==> src/rtl/cpu_mon_pkg.sv <==
// cpu_mon_pkg: shared types and constants for the CPU run-control / display monitor.
// Latency: n/a (declarations and a pure combinational helper only).
// Backpressure: n/a.
package cpu_mon_pkg;

    typedef enum logic [1:0] {
        ST_HALT  = 2'd0,
        ST_RUN   = 2'd1,
        ST_STEP  = 2'd2,
        ST_BREAK = 2'd3
    } mon_state_t;

    // run_mode encodings
    localparam logic [1:0] MODE_HALT = 2'b00;
    localparam logic [1:0] MODE_FREE = 2'b01;
    localparam logic [1:0] MODE_STEP = 2'b10;
    localparam logic [1:0] MODE_FAST = 2'b11;

    // disp_sel encodings
    localparam logic [1:0] DISP_PC     = 2'd0;
    localparam logic [1:0] DISP_WB     = 2'd1;
    localparam logic [1:0] DISP_RETIRE = 2'd2;
    localparam logic [1:0] DISP_BP     = 2'd3;

    // Active-low seven-segment pattern, bit 6 = g ... bit 0 = a.
    function automatic logic [6:0] hex_to_seg(input logic [3:0] nib);
        logic [6:0] s;
        case (nib)
            4'h0:    s = 7'b100_0000;
            4'h1:    s = 7'b111_1001;
            4'h2:    s = 7'b010_0100;
            4'h3:    s = 7'b011_0000;
            4'h4:    s = 7'b001_1001;
            4'h5:    s = 7'b001_0010;
            4'h6:    s = 7'b000_0010;
            4'h7:    s = 7'b111_1000;
            4'h8:    s = 7'b000_0000;
            4'h9:    s = 7'b001_0000;
            4'hA:    s = 7'b000_1000;
            4'hB:    s = 7'b000_0011;
            4'hC:    s = 7'b100_0110;
            4'hD:    s = 7'b010_0001;
            4'hE:    s = 7'b000_0110;
            default: s = 7'b000_1110;
        endcase
        return s;
    endfunction

endpackage

==> src/rtl/mon_step_sync.sv <==
// mon_step_sync: two-flop synchroniser plus rising-edge detector for the raw step button.
// Latency: pulse is high during the cycle after the 3rd clock edge following the button edge.
// Backpressure: none; a held button yields a single one-clock pulse.
module mon_step_sync (
    input  logic clk,
    input  logic rst,
    input  logic btn,
    output logic pulse
);

    // sync_q[0], sync_q[1] form the synchroniser; sync_q[2] is the previous synchronised level
    logic [2:0] sync_q;

    // Shift the button through the synchroniser and register the rising edge
    always_ff @(posedge clk or posedge rst) begin
        if (rst) begin
            sync_q <= '0;
            pulse  <= 1'b0;
        end else begin
            sync_q <= {sync_q[1:0], btn};
            pulse  <= sync_q[1] & ~sync_q[2];
        end
    end

endmodule

==> src/rtl/cpu_run_monitor.sv <==
// cpu_run_monitor: processor run control (halt/free/fast/step), PC breakpoint, retire counter, hex display.
// Latency: cpu_en/bp_hit decoded from state in-cycle; step button 3 clk to step_pulse; seg registered, 1 clk.
// Backpressure: none; the core advances only on cpu_en. Build option CPU_MON_LZ_BLANK_EN blanks leading zeros.
module cpu_run_monitor
    import cpu_mon_pkg::*;
#(
    parameter int DIV_MAX = 12_499_999,
    parameter int DIV_W   = 24,
    parameter int PC_W    = 32,
    parameter int DATA_W  = 32,
    parameter int DIGITS  = 6,
    parameter int CNT_W   = 16
) (
    input  logic                  clk,
    input  logic                  rst,
    input  logic [1:0]            run_mode,
    input  logic                  step_btn,
    input  logic                  bp_en,
    input  logic [PC_W-1:0]       bp_addr,
    input  logic [PC_W-1:0]       pc,
    input  logic [DATA_W-1:0]     wb_data,
    input  logic                  wb_valid,
    input  logic [1:0]            disp_sel,
    output logic                  cpu_en,
    output logic                  halted,
    output logic                  bp_hit,
    output logic [CNT_W-1:0]      retire_cnt,
    output logic [DIGITS*7-1:0]   seg
);

    localparam int VW    = DIGITS * 4;
    localparam int W_A   = (PC_W > DATA_W) ? PC_W : DATA_W;
    localparam int W_B   = (W_A > CNT_W) ? W_A : CNT_W;
    localparam int WIDE  = (W_B > VW) ? W_B : VW;
    localparam logic [DIV_W-1:0] DIV_TOP = DIV_W'(DIV_MAX);

    mon_state_t          state, state_nxt;
    logic [DIV_W-1:0]    div_cnt;
    logic                div_wrap;
    logic                run_cand;
    logic                bp_match;
    logic                step_pulse;
    logic [DATA_W-1:0]   wb_latch;
    logic [WIDE-1:0]     sel_wide;
    logic [VW-1:0]       disp_val;
    logic [3:0]          nib;
    logic [DIGITS*7-1:0] seg_nxt;
    logic                disp_unused;

    mon_step_sync u_step_sync (
        .clk   (clk),
        .rst   (rst),
        .btn   (step_btn),
        .pulse (step_pulse)
    );

    // State register; reset parks the monitor in HALT
    always_ff @(posedge clk or posedge rst) begin
        if (rst) begin
            state <= ST_HALT;
        end else begin
            state <= state_nxt;
        end
    end

    // Next state and the per-cycle cpu_en / bp_hit decode
    always_comb begin
        state_nxt = state;
        cpu_en    = 1'b0;
        bp_hit    = 1'b0;
        div_wrap  = (div_cnt == DIV_TOP);
        bp_match  = bp_en && (pc == bp_addr);
        run_cand  = (run_mode == MODE_FAST) || ((run_mode == MODE_FREE) && div_wrap);
        if (run_mode == MODE_HALT) begin
            state_nxt = ST_HALT;
        end else begin
            case (state)
                ST_HALT: begin
                    state_nxt = (run_mode == MODE_STEP) ? ST_STEP : ST_RUN;
                end
                ST_RUN: begin
                    if (run_cand && bp_match) begin
                        // Stop before executing the breakpoint instruction
                        bp_hit    = 1'b1;
                        state_nxt = ST_BREAK;
                    end else begin
                        cpu_en = run_cand;
                        if (run_mode == MODE_STEP) begin
                            state_nxt = ST_STEP;
                        end
                    end
                end
                ST_STEP: begin
                    cpu_en = step_pulse;
                    if (run_mode != MODE_STEP) begin
                        state_nxt = ST_RUN;
                    end
                end
                default: begin
                    // BREAK: a step executes the breakpoint instruction once, unmasked
                    if (step_pulse) begin
                        cpu_en    = 1'b1;
                        state_nxt = (run_mode == MODE_STEP) ? ST_STEP : ST_RUN;
                    end else if (run_mode == MODE_STEP) begin
                        state_nxt = ST_STEP;
                    end else if (!bp_en) begin
                        state_nxt = ST_RUN;
                    end
                end
            endcase
        end
    end

    assign halted = (state == ST_HALT) || (state == ST_BREAK);

    // Free-run divider: only counts while running in divided mode
    always_ff @(posedge clk or posedge rst) begin
        if (rst) begin
            div_cnt <= '0;
        end else if ((state == ST_RUN) && (run_mode == MODE_FREE)) begin
            div_cnt <= div_wrap ? '0 : div_cnt + DIV_W'(1);
        end else begin
            div_cnt <= '0;
        end
    end

    // Retire counter and write-back capture on each enabled processor cycle
    always_ff @(posedge clk or posedge rst) begin
        if (rst) begin
            retire_cnt <= '0;
            wb_latch   <= '0;
        end else if (cpu_en) begin
            retire_cnt <= retire_cnt + CNT_W'(1);
            if (wb_valid) begin
                wb_latch <= wb_data;
            end
        end
    end

    // Display source select, zero-extended to a common width then cut to the digit count
    always_comb begin
        sel_wide = '0;
        case (disp_sel)
            DISP_PC:     sel_wide[PC_W-1:0]   = pc;
            DISP_WB:     sel_wide[DATA_W-1:0] = wb_latch;
            DISP_RETIRE: sel_wide[CNT_W-1:0]  = retire_cnt;
            default:     sel_wide[PC_W-1:0]   = bp_addr;
        endcase
    end

    assign disp_val    = sel_wide[VW-1:0];
    // Bits above the displayed digits are intentionally dropped
    assign disp_unused = ^sel_wide;

`ifdef CPU_MON_LZ_BLANK_EN
    logic seen_nz;

    // Hex decode with leading-zero blanking, scanning from the top digit down
    always_comb begin
        seg_nxt = '1;
        seen_nz = 1'b0;
        nib     = '0;
        for (int i = DIGITS - 1; i >= 0; i--) begin
            nib     = disp_val[i*4 +: 4];
            seen_nz = seen_nz | (nib != 4'h0);
            if (seen_nz || (i == 0)) begin
                seg_nxt[i*7 +: 7] = hex_to_seg(nib);
            end
        end
    end
`else
    // Hex decode of every digit, leading zeros included
    always_comb begin
        seg_nxt = '1;
        nib     = '0;
        for (int i = DIGITS - 1; i >= 0; i--) begin
            nib               = disp_val[i*4 +: 4];
            seg_nxt[i*7 +: 7] = hex_to_seg(nib);
        end
    end
`endif

    // Registered segment drive; reset shows all segments off
    always_ff @(posedge clk or posedge rst) begin
        if (rst) begin
            seg <= '1;
        end else begin
            seg <= seg_nxt;
        end
    end

endmodule

==> config.mk <==
export PLATFORM = sky130hd
export DESIGN_NAME = cpu_run_monitor
export DESIGN_NICKNAME = d
export VERILOG_FILES = /design/src/rtl/cpu_mon_pkg.sv /design/src/rtl/mon_step_sync.sv /design/src/rtl/cpu_run_monitor.sv
export SDC_FILE = /design/constraint.sdc
export NUM_CORES = 1
export LEC_CHECK = 0
export ABC_AREA = 1
export BUFFER_PORTS_ARGS = -buffer_cell sky130_fd_sc_hd__buf_2
export CAP_MARGIN = 30
export CORE_MARGIN = 8
export CORE_UTILIZATION = 35
export CTS_CLUSTER_DIAMETER = 100
export DETAILED_ROUTE_END_ITERATION = 16
export GPL_TIMING_DRIVEN = 1
export PLACE_DENSITY_LB_ADDON = 0.2
export SETUP_SLACK_MARGIN = 0.15
export SLEW_MARGIN = 20
export SYNTH_ARGS = -nofsm -noshare
export SYNTH_HDL_FRONTEND = slang
export SYNTH_SLANG_ARGS = --single-unit
==> constraint.sdc <==
create_clock -name clk -period 3.4 [get_ports clk]
set_clock_uncertainty 0.2 [all_clocks]
set_input_delay 0.34 -clock clk [delete_from_list [all_inputs] [get_ports clk]]
set_output_delay 0.34 -clock clk [all_outputs]
set_load 0.02 [all_outputs]
# ---- Word-level counts from Yosys, hierarchy flattened
# Memories as Yosys holds them, arrays and structs flattened. A register that Yosys moved wholly into a read port is not among the register bits.
# Index checks and enable logic that the tools add are counted.
dict set report totals {
  regBits 70
  latch_bits 0
  ramBits 0
  romBits 672
  output_inout_bits 61
  elab_cells 61
  n_memories 6
}
dict set report classes {
  add_sub_neg 2
  multipliers 0
  div_mod_pow 0
  magnitude_cmp 0
  eq_ne 14
  n_shift 0
  n_mux 20
  bitwise 2
  n_reduce_logical 11
}
# name depth width rd rd_clocked_by_memory_dff write_ports line
set mem_list {}
lappend mem_list {{(no name shown)} 16 7 1 1 0 cpu_mon_pkg.sv:28} ;# case (nib)
lappend mem_list {{(no name shown)} 16 7 1 1 0 cpu_mon_pkg.sv:28}
lappend mem_list {{(no name shown)} 16 7 1 1 0 cpu_mon_pkg.sv:28}
lappend mem_list {{(no name shown)} 16 7 1 1 0 cpu_mon_pkg.sv:28}
lappend mem_list {{(no name shown)} 16 7 1 1 0 cpu_mon_pkg.sv:28}
lappend mem_list {{(no name shown)} 16 7 1 1 0 cpu_mon_pkg.sv:28}
# op count
set op_table {}
lappend op_table {{$mux W24} 2}
lappend op_table {{$pmux W16 S3} 1}
lappend op_table {{$eq A32 B32 Y1} 1}
lappend op_table {{$add A24 B1 Y24 const B} 1}
lappend op_table {{$eq A24 B24 Y1 const B} 1}
lappend op_table {{$pmux W8 S3} 1}
lappend op_table {{$add A16 B1 Y16 const B} 1}
lappend op_table {{$mux W2} 8}
lappend op_table {{$eq A2 B2 Y1 const B} 5}
lappend op_table {{$ne A7 B1 Y1 const B} 1}
lappend op_table {{$eq A2 B1 Y1 const B} 3}
lappend op_table {{$logic_not A2 Y1} 3}
lappend op_table {{$mux W1} 6}
lappend op_table {{$pmux W2 S3} 1}
lappend op_table {{$logic_and A1 B1 Y1} 4}
lappend op_table {{$ne A4 B4 Y1 const B} 1}
lappend op_table {{$ne A3 B3 Y1 const B} 1}
lappend op_table {{$pmux W1 S3} 1}
lappend op_table {{$reduce_and A3 Y1} 1}
lappend op_table {{$logic_or A1 B1 Y1} 2}
lappend op_table {{$ne A2 B2 Y1 const B} 1}
lappend op_table {{$reduce_and A2 Y1} 1}
lappend op_table {{$and A1 B1 Y1} 1}
lappend op_table {{$not A1 Y1} 1}

# ---- Depth between registers and ports, before layout
# Gate-level depths: netlist of run 1.
dict set report depth {
  depth_word 8
  ltp_mapped 16
  mapped_depth_nobuf 15
}

# ---- By module
# A second synthesis of run 1 with hierarchy kept.
dict set report unflattened {
  hier_cells 1074
  hier_area_um2 7632.3
}
# module instances cells_per_inst area_per_inst_um2 seq_area_each_um2
set modules_own_cells {}
lappend modules_own_cells {cpu_run_monitor 1 1067 7518.5 2755.1}
lappend modules_own_cells {mon_step_sync 1 7 113.9 100.1}

# ---- Least setup slack after synthesis of run 1
# No wires, ideal clock.
dict set report synth_path {
  path_type {input to register}
  start {input disp_sel[1]}
  end {register seg[28]}
  arrival_ns 1.882
  slack_ns 1.237
  stages 11
  n_path_buf 2
  cell_sequence {buf_6 -> nor2_4 -> inv_2 -> buf_6 -> o211ai_1 -> inv_1 -> ha_1 -> o21ai_0 -> inv_1 -> o21ai_0 -> nand2_1}
}
dict set report synth_via {
  elab_chain_cells 2
  word_cells_on_any_way 4
  classes_between {eq/ne (2); mux (1); reduce/logical (1)}
}
# element line
set synth_lines {}
lappend synth_lines {{start, declared} cpu_run_monitor.sv:23} ;# input logic [1:0] disp_sel,
lappend synth_lines {{$eq A2 B2 Y1, or another cell as far along} cpu_run_monitor.sv:143} ;# case (disp_sel)
lappend synth_lines {{$pmux W8 S3 (*)} cpu_run_monitor.sv:143}
lappend synth_lines {{end, declared} cpu_run_monitor.sv:28} ;# output logic [DIGITS*7-1:0] seg
# Mark *: on every way between the ends. The rest lies on a longest branch, timed or not.
# A chain may end at the register's enable or synchronous reset.

# ---- Worst setup path after layout of run 1
dict set report layout_path {
  start {register div_cnt[0]}
  end {output cpu_en}
}
dict set report layout_via {
  elab_chain_cells 7
}
# element line
set layout_lines {}
lappend layout_lines {{start, declared} cpu_run_monitor.sv:38} ;# logic [DIV_W-1:0] div_cnt;
lappend layout_lines {{start signal, assigned} cpu_run_monitor.sv:121} ;# div_cnt <= div_wrap ? '0 : div_cnt + DIV_W'(1);
lappend layout_lines {{$eq A24 B24 Y1 (*)} cpu_run_monitor.sv:71} ;# div_wrap = (div_cnt == DIV_TOP);
lappend layout_lines {{$logic_and A1 B1 Y1 (*)} cpu_run_monitor.sv:73} ;# run_cand = (run_mode == MODE_FAST) || ((run_mode == MODE_FREE) && div_wrap);
lappend layout_lines {{$logic_or A1 B1 Y1 (*)} cpu_run_monitor.sv:73}
lappend layout_lines {{$logic_and A1 B1 Y1} cpu_run_monitor.sv:82} ;# if (run_cand && bp_match) begin
lappend layout_lines {{$mux W1 (*)} cpu_run_monitor.sv:82}
lappend layout_lines {{$pmux W1 S3 (*)} cpu_run_monitor.sv:77} ;# case (state)
lappend layout_lines {{$mux W1 (*)} cpu_run_monitor.sv:74} ;# if (run_mode == MODE_HALT) begin
lappend layout_lines {{end, declared} cpu_run_monitor.sv:24} ;# output logic cpu_en,
# Marks and branches as above.

==> flow_summary_export.csv, run 1 <==
group,metric,value,unit
clocking,insertion_delay,0.37,ns
cells_and_area,finish.utilization,41.4,%
clocking,cts_resized,0,
place,hpwl,18800,um
sta,fin_crit_sh,87.7,%
sta,drv_slew,0,
clocking,cts_sinks,112,
clocking,clock_path_buffers,2,
die,start_util,35.2,%
power_and_ir_drop,power_density,550,nW/um2
flow_run,maxCapViolCount,0,
drt,totalWireLength,23500,um
setup_path,worstPathArrival,2.44,ns
synthesis,synth-warning-count,0,
synthesis,synth_area,7600,um2
setup_path,crit_path_end_kind,"output pin",
sta,slew_headroom,53.4,%
die,die_h,163,um
global_route,grt_pass1_vias,6717,
power_and_ir_drop,ir_worst_vdd,241,uV
global_route,grt_max_degree,113,
die,rows,54,
synthesis,async_flop_share,100,%
place,portBuffers,157,
sta,tns,0,ns
synthesis,yosysUniqueCellTypes,47,
setup_path,cp_max_fo,21,
place,place_congestion,0.865,
synthesis,synth_edf_count,0,
sta,setup_violations,0,
clocking,ctsHtreeMaxLevel,3,
synthesis,ys_ff_latch,112,
drt,vias,7158,
drt,ant_nets,0,
synthesis,syn-instance-count,1061,
setup_path,crit_type,"reg2out",
global_route,overflow,0,
power_and_ir_drop,p_leak,4.65,nW
sta,fmax,335,MHz
die,core,21600,um2
place,dp.cells,1481,
synthesis,syn-num-nets,1207,
sta,tightest_slew,0.699,ns
setup_path,worstSetupStartpointType,"register",
drt,viasPerCell,4.77,
clocking,tritoncts,"built",
global_route,track_usage,17.5,%
clocking,cts_made_buffers,9,
cells_and_area,fin_cells,1502,
drt,route.detailed.wl_per_inst,15.6,um
drt,firstDrtPassIters,5,
synthesis,ys_seq_area_share,37.6,%
sta,rsz0062_at_grt,"false",
clocking,root_buffer,"clkbuf_16",
synthesis,synth.avg_cell_area,7.16,um2
setup_path,crit_required,2.86,ns
min_path,worst_hold_path_type,"in2reg",
cells_and_area,drive_gt1_share,21.3,%
drt,first_iter_violations,483,
sta,hold_viol,0,
cells_and_area,nNetsFinal,1360,
global_route,grt_pass1_wl,36300,um
die,pin_count,166,
cells_and_area,area_growth,17.4,%
drt,drc,0,
clocking,clk_pin_slew_worst_paths,0.08,ns
die,die-area,26700,um2
global_route,antenna_found_initial,9,
sta,period_minus_slack,2.98,ns
die,die_x,163,um
outcome,status,"finished, final reports clean",
synthesis,synth_ff_type,"dfrtp_1",
placed cells by master (no fill, tap or decap), types with 5 or more instances in the layout:
cell type,Yosys,routed
nor4_1,11,11
ha_1,41,41
dfstp_2,42,42
a21oi_1,15,15
nand2_1,360,360
nor2_1,98,98
o21ai_1,9,9
o221ai_1,6,6
nand4_1,33,33
o21ai_0,70,70
clkbuf_16,0,9
o21a_1,7,7
xor2_1,15,15
buf_2,0,157
o211ai_1,5,5
dfrtp_1,70,70
o21ai_2,10,10
nand3_1,43,43
nor3_1,12,12
inv_2,13,13
inv_1,130,129
xnor2_1,7,7
Yosys cell counts, types with 8 or more instances:
cell type  instances  share of area [%]
nand2_1          360                 18
o21ai_0           70                4.6
nor4_1            11               0.91
nor3_1            12               0.79
xor2_1            15                1.7
dfstp_2           42                 15
a21oi_1           15               0.99
inv_2             13               0.64
inv_1            130                6.4
ha_1              41                6.8
o21ai_2           10                1.2
dfrtp_1           70                 23
nand3_1           43                2.8
o21ai_1            9               0.59
nor2_1            98                4.8
nand4_1           33                2.7
buf_6              8                1.2
final timing paths:
path | from | to | slack [ns] | depth (start not counted)
max | div_cnt[0]$_DFF_PP0_ | cpu_en | 0.42 | 12
min | wb_data[1] | wb_latch[1]$_DFFE_PP0P_ | 0.01 | 3
max reg2reg | div_cnt[0]$_DFF_PP0_ | wb_latch[6]$_DFFE_PP0P_ | 0.85 | 13
min reg2reg | u_step_sync.sync_q[0]$_DFF_PP0_ | u_step_sync.sync_q[1]$_DFF_PP0_ | 0.17 | 0
max in group asynchronous | rst | div_cnt[4]$_DFF_PP0_ | 2.04 | 4
min in group asynchronous | rst | retire_cnt[13]$_DFFE_PP0P_ | 0.52 | 4
flip-flops by register name (all words and copies together), names as in the netlist:
signal / cells
u_step_sync.sync_q: 3
u_step_sync.pulse: 1
div_cnt: 24
retire_cnt: 16
wb_latch: 24
seg: 42
state: 2
critical path, stage by stage, from the launching register on:
cell	delay [ns]
dfrtp_1	0.38
ha_1	0.17
nand2_1	0.09
nor2_1	0.23
nand3_1	0.11
nor2_1	0.13
nor2_1	0.09
nor2_4	0.10
nand2_2	0.07
nand2_4	0.07
nand2_4	0.16
inv_2	0.25
buf_2	0.21
metrics by stage:
step           instance area, um2  power, mW  setup WS (ns)  hold WS [ns]
3_5_place_dp                 8620       3.91          0.716         0.148
5_1_grt                      8920       5.26          0.203        0.0306
4_1_cts                      8910       4.96          0.401       0.00725
3_3_place_gp                 8620       3.88          0.759         0.145
2_1_floorplan                7600       3.30           1.24         0.131
6_report                     8920       4.90          0.418        0.0145
power by group:
part           internal, mW  switching (mW)  total (mW)  leakage [nW]
sequential             1.79           0.191        1.98          1.36
combinational         0.614            1.27        1.89          3.16
clock                 0.520           0.511        1.03         0.129
repair_timing:
action | 4_1_cts | 5_1_grt
hold buffers | 2 | 0
hold endpoints to repair | 51 | 0
buffers inserted | 0 | 0
kinds of logic after synthesis:
logic type	after synthesis	synth area share [%]
compound gates	142	11.3
xor+xnor	22	2.54
fa+ha+maj	41	6.75
buf+inv	164	9.16
flops	112	37.6
simple gates	580	32.6
layer usage:
layer	GRT usage, %	part of all wire (%)	vias to the layer above	routed length [um]
met5	0	0.26	-	60
met3	3.70	5.7	39	1350
met2	27.0	44	178	10400
met1	23.5	47	3223	11100
li1	-	-	3706	-
met4	6.88	2.2	12	526
cell type report:
cell class	instances	area, um2
Clock inverter	4	28.8
Timing Repair Buffer	162	841
Inverter	144	544
Antenna cell	3	7.51
Tap cell	280	350
Clock buffer	12	246
Multi-Input combinational cell	785	4050
Sequential cell	112	2860
Fill cell	2278	12600
Note: power is estimated with default switching activity, not from simulation.
==> inputs of run 2 (changes only) <==
RECOVER_POWER = 100   (was not set)
==> run 2 against run 1 <==
Net effect:
- the run now ends with capacitance limit, slew limit left
- wire length about the same
- worst setup slack got worse by 0.091 ns
- global-route usage unchanged
- hold slack about the same
- via count about the same
- combinational power decreased by 4%
- sequential cell count unchanged
==> flow_summary_export.csv, run 2 (synthesis gave the netlist of run 1 again) <==
group,metric,value,unit
setup_path,rrSetupSlack,0.60,ns
die,die_h,163,um
clocking,cts_resized,0,
setup_path,worstSetupStartpointType,"input port",
setup_path,path_buf_inv,5,
setup_path,cp_max_fo,17,
setup_path,worstPathArrival,3.17,ns
outcome,status,"finished with violations",
sta,drv_slew,113,
clocking,post_cts_buffers,0,
global_route,grt_max_degree,113,
sta,slew_headroom,-3.17,%
clocking,tritoncts,"built",
global_route,grt_pass1_vias,6717,
setup_path,rr_worst_depth,13,
sta,hold_viol,0,
die,die-area,26700,um2
drt,ant_nets,0,
min_path,worst_hold_path_type,"in2reg",
sta,tightest_slew,1.55,ns
drt,firstDrtPassIters,7,
die,rows,54,
die,pin_count,166,
clocking,cts_hold_buffers,2,
clocking,insertion_delay,0.37,ns
setup_path,critPathMostFrequentCell,"inv_1",
sta,rsz0062_at_grt,"false",
clocking,clock_path_buffers,2,
cells_and_area,postLayoutCellArea,8810,um2
drt,viasPerCell,4.76,
sta,fin_crit_sh,90.4,%
place,hpwl,18800,um
die,start_util,35.2,%
power_and_ir_drop,p_leak,4.42,nW
sta,setup_violations,0,
outcome,violations,"capacitance limit, slew limit",
cells_and_area,top_regs,"seg x42, div_cnt x24, wb_latch x24",
min_path,worstHoldPathCells,3,
setup_path,crit_type,"in2reg",
sta,hold_ws,0.0142,ns
setup_path,reg2reg_from,"div_cnt[0]$_DFF_PP0_",
clocking,root_buffer,"clkbuf_16",
cells_and_area,layout_commonest_cell,"nand2_1",
sta,tns,0,ns
global_route,antenna_found_initial,8,
die,die_x,163,um
setup_path,slowest_stage,"nor3_1",
power_and_ir_drop,ir_worst_vdd,243,uV
setup_path,critPathTopFamily,"buffers and inverters",
setup_path,crit_required,3.50,ns
clocking,cts_sinks,112,
drt,route.detailed.wl_per_inst,15.6,um
drt,drc,0,
sta,period_minus_slack,3.07,ns
setup_path,max_stage_delay,0.62,ns
global_route,track_usage,17.5,%
clocking,clk_pin_slew_worst_paths,0.08,ns
global_route,overflow,0,
setup_path,cp_cell_sequence,"clkbuf_1 > nor2_4 > inv_1 > nor2_1 > nor3_1 > inv_1 > ha_1 > inv_1 > nor2_1 > inv_1 > nand3_1 > a32o_1",
min_path,hold_end,"wb_latch[1]$_DFFE_PP0P_",
drt,vias,7159,
drt,first_iter_violations,525,
global_route,grt_pass1_wl,36300,um
flow_run,maxCapViolCount,1,
drt,totalWireLength,23500,um
cells_and_area,nNetsFinal,1360,
sta,fmax,325,MHz
clocking,ctsHtreeMaxLevel,3,
die,core,21600,um2
place,place_congestion,0.865,
cells_and_area,drive_gt1_share,15.8,%
cells_and_area,largest_register_ffs,42,
clocking,cts_made_buffers,9,
power_and_ir_drop,power_density,548,nW/um2
cells_and_area,mostFrequentLayoutCells,"nand2_1, inv_1, nor2_1",
cells_and_area,area_growth,15.9,%
setup_path,timing.rr.end,"wb_latch[6]$_DFFE_PP0P_",
setup_path,crit_path_end_kind,"register",
place,place_area,8620,um2
place,portBuffers,157,
min_path,min-delay-start,"wb_data[1]",
cells_and_area,regMostFlops,"seg",
==> run 2: changes by cell type in the layout (fill, tap and decap cells not counted), moves of 4 or more <==
cell / delta
a21boi_0: +4
a21boi_1: -4
buf_2: -62
clkbuf_1: +62
o21ai_0: +5
o21ai_1: -5
==> run 2: where the power goes <==
| group | switching (mW) | total, mW | leakage [nW] | internal (mW) |
|---|---|---|---|---|
| combinational | 1.27 | 1.81 | 2.92 | 0.541 |
| sequential | 0.198 | 1.99 | 1.36 | 1.79 |
| clock | 0.509 | 1.03 | 0.129 | 0.520 |
| total | 1.97 | 4.83 | 4.42 | 2.86 |
==> run 2: per-stage QoR <==
stage	cells	utilization (%)	setup WS, ns	power, mW
2_1_floorplan	1061	-	1.24	3.30
3_3_place_gp	1481	40.0	0.759	3.88
3_5_place_dp	1481	40.0	0.716	3.91
4_1_cts	1499	41.3	0.401	4.96
5_1_grt	1502	40.8	0.107	5.19
6_report	1505	40.9	0.327	4.83
==> run 2: cell type report <==
cell class	instances	area, um2
repair buffers	162	751
clock inverters	4	28.8
fillers	2312	12700
multi-input cells	785	4020
diodes	6	15.0
well taps	280	350
flip-flops and latches	112	2860
inverters	144	544
clock buffers	12	246
==> run 2: per-layer routing <==
metal | track usage [%] | routed length [um] | vias up
met3 | 3.70 | 1430 | 37
li1 | - | - | 3714
met5 | 0 | 52 | -
met1 | 23.5 | 11100 | 3221
met2 | 27.0 | 10400 | 177
met4 | 6.88 | 522 | 10
==> run 2: worst register-to-register path: cells and delay by family, from the launching register on <==
family | cells | cell delay (ns)
fa+ha+maj | 1 | 0.17
buf+inv | 1 | 0.30
flops | 1 | 0.38
simple gates | 11 | 1.65
==> run 2: how the worst max path moves through the flow <==
stage                          from           endpoint  slack [ns]  depth (start not counted)
2_1_floorplan           disp_sel[1]  seg[28]$_DFF_PP1_        1.24                         11
3_3_place_gp            disp_sel[1]  seg[17]$_DFF_PP1_        0.76                         10
3_5_place_dp            disp_sel[1]  seg[17]$_DFF_PP1_        0.72                         10
4_1_cts        div_cnt[0]$_DFF_PP0_             cpu_en        0.40                         12
5_1_grt                 disp_sel[1]  seg[35]$_DFF_PP1_        0.11                         12
6_report                disp_sel[1]  seg[35]$_DFF_PP1_        0.33                         12
==> inputs of run 3 (changes only) <==
SYNTH_HIERARCHICAL = 1   (was not set)
TNS_END_PERCENT = 20   (was not set)
==> run 3 against run 2 <==
Net effect:
- the flow still finishes with violations (capacitance limit, slew limit)
- sequential share of layout area shrank 0.31 points
- core utilization grew 0.27 points
- hold slack gained 0.016 ns
- final cell count grew 1.0%
- register-to-register slack gained 0.33 ns
- first-iteration DRC count shrank 24%
- global-route usage grew 0.45 points
- power grew 1.9%
- clock power grew 9%
- synthesized cell count grew 1.2%
- via count grew 3.3%
- die area grew 0.43%
- critical endpoint is now cpu_en
- largest power group unchanged
==> flow_summary_export.csv, run 3 <==
group,metric,value,unit
clocking,clk_pin_slew_worst_paths,0.08,ns
setup_path,critPathMostFrequentCell,"nand2_4",
setup_path,path_buf_inv,2,
power_and_ir_drop,power_density,553,nW/um2
drt,totalWireLength,23600,um
clocking,root_buffer,"clkbuf_16",
setup_path,crit_required,2.86,ns
sta,period_minus_slack,3.09,ns
clocking,clock_path_buffers,2,
synthesis,synth.avg_cell_area,7.11,um2
cells_and_area,largest_register_ffs,42,
die,rows,54,
setup_path,startpoint,"div_cnt[0]$_DFF_PP0_",
global_route,track_usage,17.9,%
min_path,worst_hold_path_type,"in2reg",
global_route,grt_pass1_wl,38000,um
drt,ant_nets,0,
power_and_ir_drop,p_switching,1.99,mW
synthesis,yosysTopAreaCell,"dfrtp_1",
die,core,21600,um2
global_route,grt_max_degree,47,
global_route,overflow,0,
synthesis,syn-instance-count,1074,
setup_path,crit_path_end_kind,"output pin",
sta,slew_headroom,-0.937,%
power_and_ir_drop,clkPwrFrac,22.7,%
synthesis,synth_top_family_by_area,"simple AND/OR/NAND/NOR gates",
setup_path,max_stage_delay,0.38,ns
setup_path,worstSetupStartpointType,"register",
sta,tns,0,ns
outcome,status,"finished with violations",
sta,tightest_slew,1.51,ns
sta,fmax,324,MHz
sta,hold_viol,0,
setup_path,timing.rr.end,"div_cnt[23]$_DFF_PP0_",
power_and_ir_drop,p_leak,4.50,nW
outcome,violations,"capacitance limit, slew limit",
cells_and_area,mostFrequentLayoutCells,"nand2_1, inv_1, nor2_1",
synthesis,synth_area,7630,um2
drt,viasPerCell,4.87,
setup_path,cp-endpoint,"cpu_en",
power_and_ir_drop,sequentialPowerShare,40.5,%
synthesis,synth_edf_count,0,
cells_and_area,area_growth,16.5,%
sta,fin_crit_sh,90.9,%
synthesis,ys_seq_area_share,37.4,%
power_and_ir_drop,p_comb_share,36.8,%
global_route,antenna_found_initial,6,
sta,rsz0062_at_grt,"false",
drt,vias,7395,
clocking,insertion_delay,0.36,ns
synthesis,synthTopCellsByArea,"dfrtp_1, nand2_1, dfstp_2",
synthesis,synth_ff_type,"dfrtp_1",
synthesis,yosysMostFrequentCell,"nand2_1",
power_and_ir_drop,internal_power,2.92,mW
sta,setup_violations,0,
drt,route.detailed.wl_per_inst,15.5,um
cells_and_area,nNetsFinal,1377,
die,die_x,164,um
clocking,post_cts_buffers,0,
clocking,tritoncts,"built",
setup_path,worstPathArrival,2.55,ns
setup_path,slowest_stage,"dfrtp_1",
place,post-place-ws,0.695,ns
place,portBuffers,157,
cells_and_area,finish.utilization,41.1,%
cells_and_area,drive_gt1_share,16.4,%
setup_path,cp_max_fo,21,
drt,firstDrtPassIters,4,
setup_path,critPathTopFamily,"simple AND/OR/NAND/NOR gates",
setup_path,reg2reg_from,"div_cnt[2]$_DFF_PP0_",
synthesis,yosysUniqueCellTypes,49,
setup_path,rr_worst_depth,11,
die,pin_count,166,
synthesis,synth.mux.area_fraction,0,%
flow_run,maxCapViolCount,1,
synthesis,async_flop_share,100,%
cells_and_area,layout_commonest_cell,"nand2_1",
setup_path,crit_type,"reg2out",
clocking,cts_made_buffers,9,
setup_path,rrSetupSlack,0.93,ns
synthesis,syn-num-nets,1221,
die,die-area,26800,um2
synthesis,synth_top_area_share,23.0,%
setup_path,cp_cell_sequence,"ha_1 > nand4_1 > nor2_1 > nand3_1 > a21oi_1 > nand2_2 > nand2_4 > nand2_4 > inv_4 > clkbuf_2",
synthesis,synthAdderAreaFrac,6.89,%
clocking,cts_resized,0,
min_path,min-delay-start,"wb_data[10]",
sta,finalWorstSetupSlack,0.309,ns
drt,drc,0,
setup_path,cp.depth,10,
sta,drv_slew,33,
die,die_h,164,um
place,place_congestion,0.919,
die,start_util,35.3,%
cells_and_area,top_regs,"seg x42, div_cnt x24, wb_latch x24",
place,hpwl,19100,um
global_route,grt_pass1_vias,7144,
drt,first_iter_violations,400,
synthesis,synthXorXnorAreaFrac,2.30,%
synthesis,yosys.area_share.simple,33.2,%
power_and_ir_drop,sw_frac_of_total,40.5,%
power_and_ir_drop,ir_worst_vdd,274,uV
synthesis,synth_common_cells,"nand2_1, inv_1, nor2_1",
clocking,ctsHtreeMaxLevel,3,
synthesis,synth_compound_area_share,11.0,%
synthesis,ys_ff_latch,112,
cells_and_area,regMostFlops,"seg",
synthesis,synth-warning-count,6,
clocking,cts_sinks,112,
[run 3: changes by cell type after synthesis, sizes merged, moves of 4 or more]
cell   delta
nand4     +4
nor2      +7
nand2     +9
inv       +6
nor4      -7
[run 3: final cells by class]
type	instances	area, um2
Multi-Input combinational cell	793	4030
Timing Repair Buffer	165	785
Inverter	149	563
Fill cell	2328	12700
Antenna cell	5	12.5
Clock buffer	9	225
Sequential cell	112	2860
Tap cell	280	350
Clock inverter	7	77.6
[run 3: cells by family after synthesis]
family          after synthesis
compound gates              135
xor+xnor                     20
fa+ha+maj                    42
buf+inv                     169
flops                       112
simple gates                596
[run 3: how the worst min path moves through the flow]
stage / to / depth (start not counted)
4_1_cts: wb_latch[22]$_DFFE_PP0P_ / 3
3_5_place_dp: u_step_sync/pulse$_DFF_PP0_ / 2
5_1_grt: wb_latch[12]$_DFFE_PP0P_ / 3
3_3_place_gp: u_step_sync/sync_q[1]$_DFF_PP0_ / 2
6_report: wb_latch[10]$_DFFE_PP0P_ / 3
2_1_floorplan: u_step_sync/pulse$_DFF_PP0_ / 1
[run 3: worst reg2reg max path: stages, from the launching register on]
cell	delay [ns]
dfrtp_1	0.39
nand3_1	0.13
nor3_1	0.47
nand2_1	0.13
nor2_1	0.19
nand2_1	0.11
nor2_1	0.23
nand2_1	0.19
nor3_2	0.17
nand2_1	0.07
nand2_1	0.05
nor2_1	0.05
[run 3: stage by stage]
step	std cells	hold WS, ns	power (mW)	instance area (um2)
floorplan	1074	-0.0939	3.31	7640
global placement	1497	0.0560	3.89	8690
detailed placement	1497	0.0560	3.91	8690
CTS	1515	0.0145	5.05	9010
global route	1519	0.0286	5.31	8890
finish	1520	0.0301	4.92	8890
[run 3: layer usage]
layer	share of wire, %	vias to the layer above	track usage [%]
li1	-	3742	-
met1	47	3450	24.4
met2	45	171	28.2
met3	5.9	28	3.78
met4	1.6	4	5.00
met5	0.097	-	0
[run 3: timing repair]
item | in CTS | in global routing
endpoints found under the hold margin | 22 | 0
hold buffers | 2 | 0
setup endpoints to repair | 0 | 0
[run 3: power by group through the flow]
stage / combinational [mW] / sequential [mW] / clock [mW]
after floorplan: 1.07 / 2.24 / 0
after global placement: 1.88 / 2.00 / 0
after detailed placement: 1.90 / 2.01 / 0
after CTS: 1.91 / 1.98 / 1.16
after global routing: 2.07 / 2.04 / 1.20
final: 1.81 / 1.99 / 1.12
